===== src/rtl/gravador_sequencia.sv =====
// Records a sequence of single-button presses into a 16x4 memory with registered readback.
// Optional idle timeout in ESPERA is compiled in when the TIMEOUT_EN macro is defined.
`timescale 1ns/1ps

module gravador_sequencia #(
    parameter int LIMITE         = 16,
    parameter int TIMEOUT_CICLOS = 1000
) (
    input  logic       clock,
    input  logic       reset_n,
    input  logic       iniciar,
    input  logic [3:0] botoes,
    input  logic [3:0] rd_address,
    output logic [3:0] rd_data,
    output logic       gravando,
    output logic       pronto,
    output logic       erro,
    output logic [4:0] contagem,
    output logic       timeout
);

    typedef enum logic [2:0] {
        INICIAL,
        ESPERA,
        REGISTRA,
        SOLTA,
        FIM
    } estado_t;

    estado_t    estado;
    estado_t    proximo;
    logic [3:0] mem [16];
    logic [3:0] capturado;
    logic       limpa;
    logic       escreve;
    logic       captura;
    logic       erro_prox;
    logic       timeout_prox;
    logic       nenhum;
    logic       um_so;
    logic       estourou;

    assign nenhum = (botoes == 4'd0);
    assign um_so  = !nenhum && ((botoes & (botoes - 4'd1)) == 4'd0);

`ifdef TIMEOUT_EN
    localparam int TW = $clog2(TIMEOUT_CICLOS);

    logic [TW-1:0] ocioso;
    logic          parado;

    // Counts consecutive idle ESPERA cycles; any other cycle starts the count over.
    assign parado   = (estado == ESPERA) && !iniciar && nenhum;
    assign estourou = parado && (ocioso == TW'(TIMEOUT_CICLOS - 1));

    always_ff @(posedge clock or negedge reset_n) begin
        if (!reset_n) begin
            ocioso <= '0;
        end else if (parado && !estourou) begin
            ocioso <= ocioso + TW'(1);
        end else begin
            ocioso <= '0;
        end
    end
`else
    logic unused_cfg;

    assign unused_cfg = (TIMEOUT_CICLOS > 1);
    assign estourou   = 1'b0;
`endif

    // iniciar overrides everything, including a pending write in REGISTRA.
    always_comb begin
        proximo      = estado;
        limpa        = 1'b0;
        escreve      = 1'b0;
        captura      = 1'b0;
        erro_prox    = 1'b0;
        timeout_prox = 1'b0;
        if (iniciar) begin
            proximo = ESPERA;
            limpa   = 1'b1;
        end else begin
            case (estado)
                INICIAL: proximo = INICIAL;
                ESPERA: begin
                    if (estourou) begin
                        proximo      = FIM;
                        timeout_prox = 1'b1;
                    end else if (um_so) begin
                        proximo = REGISTRA;
                        captura = 1'b1;
                    end else if (!nenhum) begin
                        proximo   = SOLTA;
                        erro_prox = 1'b1;
                    end
                end
                REGISTRA: begin
                    escreve = 1'b1;
                    proximo = SOLTA;
                end
                SOLTA: begin
                    if (nenhum) begin
                        proximo = (contagem == 5'(LIMITE)) ? FIM : ESPERA;
                    end
                end
                FIM:     proximo = FIM;
                default: proximo = INICIAL;
            endcase
        end
    end

    always_ff @(posedge clock or negedge reset_n) begin
        if (!reset_n) begin
            estado    <= INICIAL;
            contagem  <= 5'd0;
            erro      <= 1'b0;
            timeout   <= 1'b0;
            rd_data   <= 4'd0;
            capturado <= 4'd0;
        end else begin
            estado  <= proximo;
            erro    <= erro_prox;
            timeout <= timeout_prox;
            rd_data <= mem[rd_address];
            if (captura) begin
                capturado <= botoes;
            end
            if (limpa) begin
                contagem <= 5'd0;
            end else if (escreve) begin
                contagem <= contagem + 5'd1;
            end
        end
    end

    // Memory is deliberately not reset; the read above sees pre-write contents.
    always_ff @(posedge clock) begin
        if (escreve) begin
            mem[contagem[3:0]] <= capturado;
        end
    end

    assign gravando = (estado == ESPERA) || (estado == REGISTRA) || (estado == SOLTA);
    assign pronto   = (estado == FIM);

endmodule

===== config.mk =====
export PLATFORM = sky130hd
export DESIGN_NAME = gravador_sequencia
export DESIGN_NICKNAME = d
export VERILOG_FILES = /design/src/rtl/gravador_sequencia.sv
export SDC_FILE = /design/constraint.sdc
export NUM_CORES = 1
export LEC_CHECK = 0
export CORE_UTILIZATION = 46
export DETAILED_ROUTE_END_ITERATION = 7
export GPL_ROUTABILITY_DRIVEN = 0
export HOLD_SLACK_MARGIN = 0.08
export SETUP_SLACK_MARGIN = 0.02
export SYNTH_ARGS = -nofsm -noshare
export SYNTH_HDL_FRONTEND = slang
export SYNTH_SLANG_ARGS = --single-unit

===== constraint.sdc =====
create_clock -name clock -period 2.5 [get_ports clock]
set_input_delay 0.5 -clock clock [delete_from_list [all_inputs] [get_ports clock]]
set_output_delay 0.5 -clock clock [all_outputs]
set_load 0.03 [all_outputs]

==> impl_metrics.toml <==
[setup_path]
crit_chain = "nor2_1 -> nand2_1 -> inv_1 -> clkdlybuf4s50_1"
worstPathRequired_ns = 2.00
timing.critical_path.buf_inv = 2
crit_path_top_delay_cell = "clkdlybuf4s50_1"
critPathMaxFanout = 6
crit_family = "buffers and inverters"
r2r_slack_ns = 0.66
crit_path_end_kind = "output port"
critPathLaunch = "estado[1]$_DFFE_PN0P_"
r2r_cells = 4
path_depth = 4
crit_arrival_ns = 1.79
r2r-end = "mem[3][2]$_DFFE_PP_"
critPathLaunchType = "register"
endpoint = "pronto"
timing.rr.start = "estado[2]$_DFFE_PN0P_"
cpPeakStageDelay_ns = 0.66
worstSetupPathType = "reg2out"

[die]
die-height_um = 88.8
coreArea_mm2 = 0.00725
rows = 31
die-area_mm2 = 0.00788
pin_count = 24
initial_core_util_pct = 47.7
fp.dieW_um = 88.8

[clock_tree]
clk_pin_slew_ns = 0.08
numCtsBuffers = 9
cts_resized = 0
clock_path_buffers = 2
clockRootBuffer = "clkbuf_8"
htreeDepth = 3
hold_buffers = 0
tritoncts = "yes"
clkLatencyLatePin_ns = 0.35
postCtsSetupRepairBufs = 0
cts_sinks = 81

[logic_synthesis]
synth_fa_ha_area_share_pct = 1.45
ys_seq_area_share_pct = 67.8
yosysUniqueCellTypes = 41
syn-cell-area_mm2 = 0.00346
synth.top_cell.area_share_pct = 55.5
synth-edff-count = 64
synth_top_area_cell = "edfxtp_1"
synthArstFlopShare_pct = 21.0
synth_top_family_by_area = "simple AND/OR/NAND/NOR gates"
ys_top_cells_by_count = "edfxtp_1, nor2_1, dfrtp_1, mux4_2, and2_1"
synth_cells = 220
synthSimpleGateAreaFrac_pct = 12.0
synth-compound-area-share_pct = 4.01
synth-main-ff-cell = "edfxtp_1"
yosys_warnings = 0
syn-num-nets = 235
post_synth_main_area_contributors = "edfxtp_1, dfrtp_1, mux4_2"
synth.most_common_cell = "edfxtp_1"
synth_seq_cells = 81
synthXorXnorAreaFrac_pct = 1.26
avgSynthCellArea_um2 = 15.7
synthMuxAreaShare_pct = 11.0

[timing]
finalCritPeriodShare_pct = 91.5
final-hold-violation-count = 0
worst_slack_ns = 0.213
rsz0062_at_grt = "no"
fmax_ghz = 0.437
hold_ws_ns = 0.478
maxSlewViolCount = 0
worst_slew_pin_slew_ns = 0.582
relSlewSlack_pct = 61.2
clock-skew-final_ns = 0.00696
setup_viol = 0
min_period_ns = 2.29
finalSetupTns_ns = 0

[layout]
antennaDiodeCount = 0
area_growth_pct = 17.6
multi_input_area_mm2 = 0.00103
layout-drive-gt1-share_pct = 17.9
layout.area.seq_mm2 = 0.00235
final_util_pct = 56.1
fin_nets = 267
final_area_mm2 = 0.00407
final.fill_count = 597

[grt]
grt_usage_pct = 18.4
overflow = 0
antenna_found_initial = 0
grt_pass1_vias = 1886
grt_first_pass_wirelength_um = 10000
grt_max_degree = 19

[power]
ir_drop_mv = 0.297
power.density_mw_per_mm2 = 717
p_leak_nw = 1.40

[flow_run]
cap_violations = 0

[hold_path]
hp-class = "in2async"

[routing]
drt_iter0_markers = 96
dr_total_vias = 1895
wirelength_um = 6260
drc = 0
firstDrtPassIters = 4
ant_nets = 0
viasPerCell = 5.32
wl_per_cell_um = 17.6

[placed_design]
pre_cts_slack_ns = 0.276
dpl_cell_area_mm2 = 0.00384
hpwl_um = 4200
portBuffers = 22

[outcome]
status = "finished clean"
[registers in the layout, indices dropped and copies added, names as in the netlist]
name and cells:
capturado 4, contagem 5, erro 1, estado 3, mem 64, rd_data 4
[final cells by class]
type / count / area share, %
Sequential cell: 81 / 57.6
Tap cell: 99 / 3.04
Timing Repair Buffer: 33 / 7.74
Inverter: 5 / 0.461
Multi-Input combinational cell: 122 / 25.4
Clock buffer: 10 / 3.13
Clock inverter: 6 / 2.61
[cells in the final DEF (no fill, tap or decap), drive strengths merged, types with 9 or more instances in the layout]
cell / n
edfxtp: 64
nand2: 9
dfrtp: 17
clkbuf: 10
and2: 12
mux4: 16
nand3: 10
clkdlybuf4s50: 22
nor2: 22
buf: 11
[cell families after synthesis]
logic type | after synthesis
other | 1
adder cells (fa/ha/maj) | 4
buffers and inverters | 17
flip-flops | 81
XOR/XNOR | 5
AND/OR/NAND/NOR | 74
AO/OA/AOI/OAI | 20
multiplexers | 18
[metrics by stage]
step           total power [mW]  instances
5_1_grt                    3.02        356
4_1_cts                    2.95        356
6_report                   2.92        356
3_3_place_gp               1.84        340
2_1_floorplan              1.73        220
3_5_place_dp               1.84        340
[per-layer routing]
metal / track usage, % / up-vias / routed length, µm
met5: 0 / - / 0
met4: 9.68 / 0 / 138
met3: 3.64 / 11 / 148
met2: 27.6 / 35 / 2940
met1: 25.6 / 943 / 3030
li1: - / 906 / -
[worst min-delay path by stage]
stage | end | slack [ns] | start
floorplan | capturado[0]$_DFFE_PN0P_ | 0.20 | reset_n
global placement | contagem[4]$_DFFE_PN0P_ | 0.56 | contagem[4]$_DFFE_PN0P_
detailed placement | estado[1]$_DFFE_PN0P_ | 0.57 | estado[2]$_DFFE_PN0P_
CTS | erro$_DFF_PN0_ | 0.48 | reset_n
global route | erro$_DFF_PN0_ | 0.49 | reset_n
finish | contagem[4]$_DFFE_PN0P_ | 0.48 | reset_n
[power breakdown]
part	total (mW)	internal, mW	switching, mW
logic	0.207	0.0988	0.108
registers	1.60	1.53	0.0688
clock network	1.12	0.659	0.459
(Power assumes the default switching activity.)
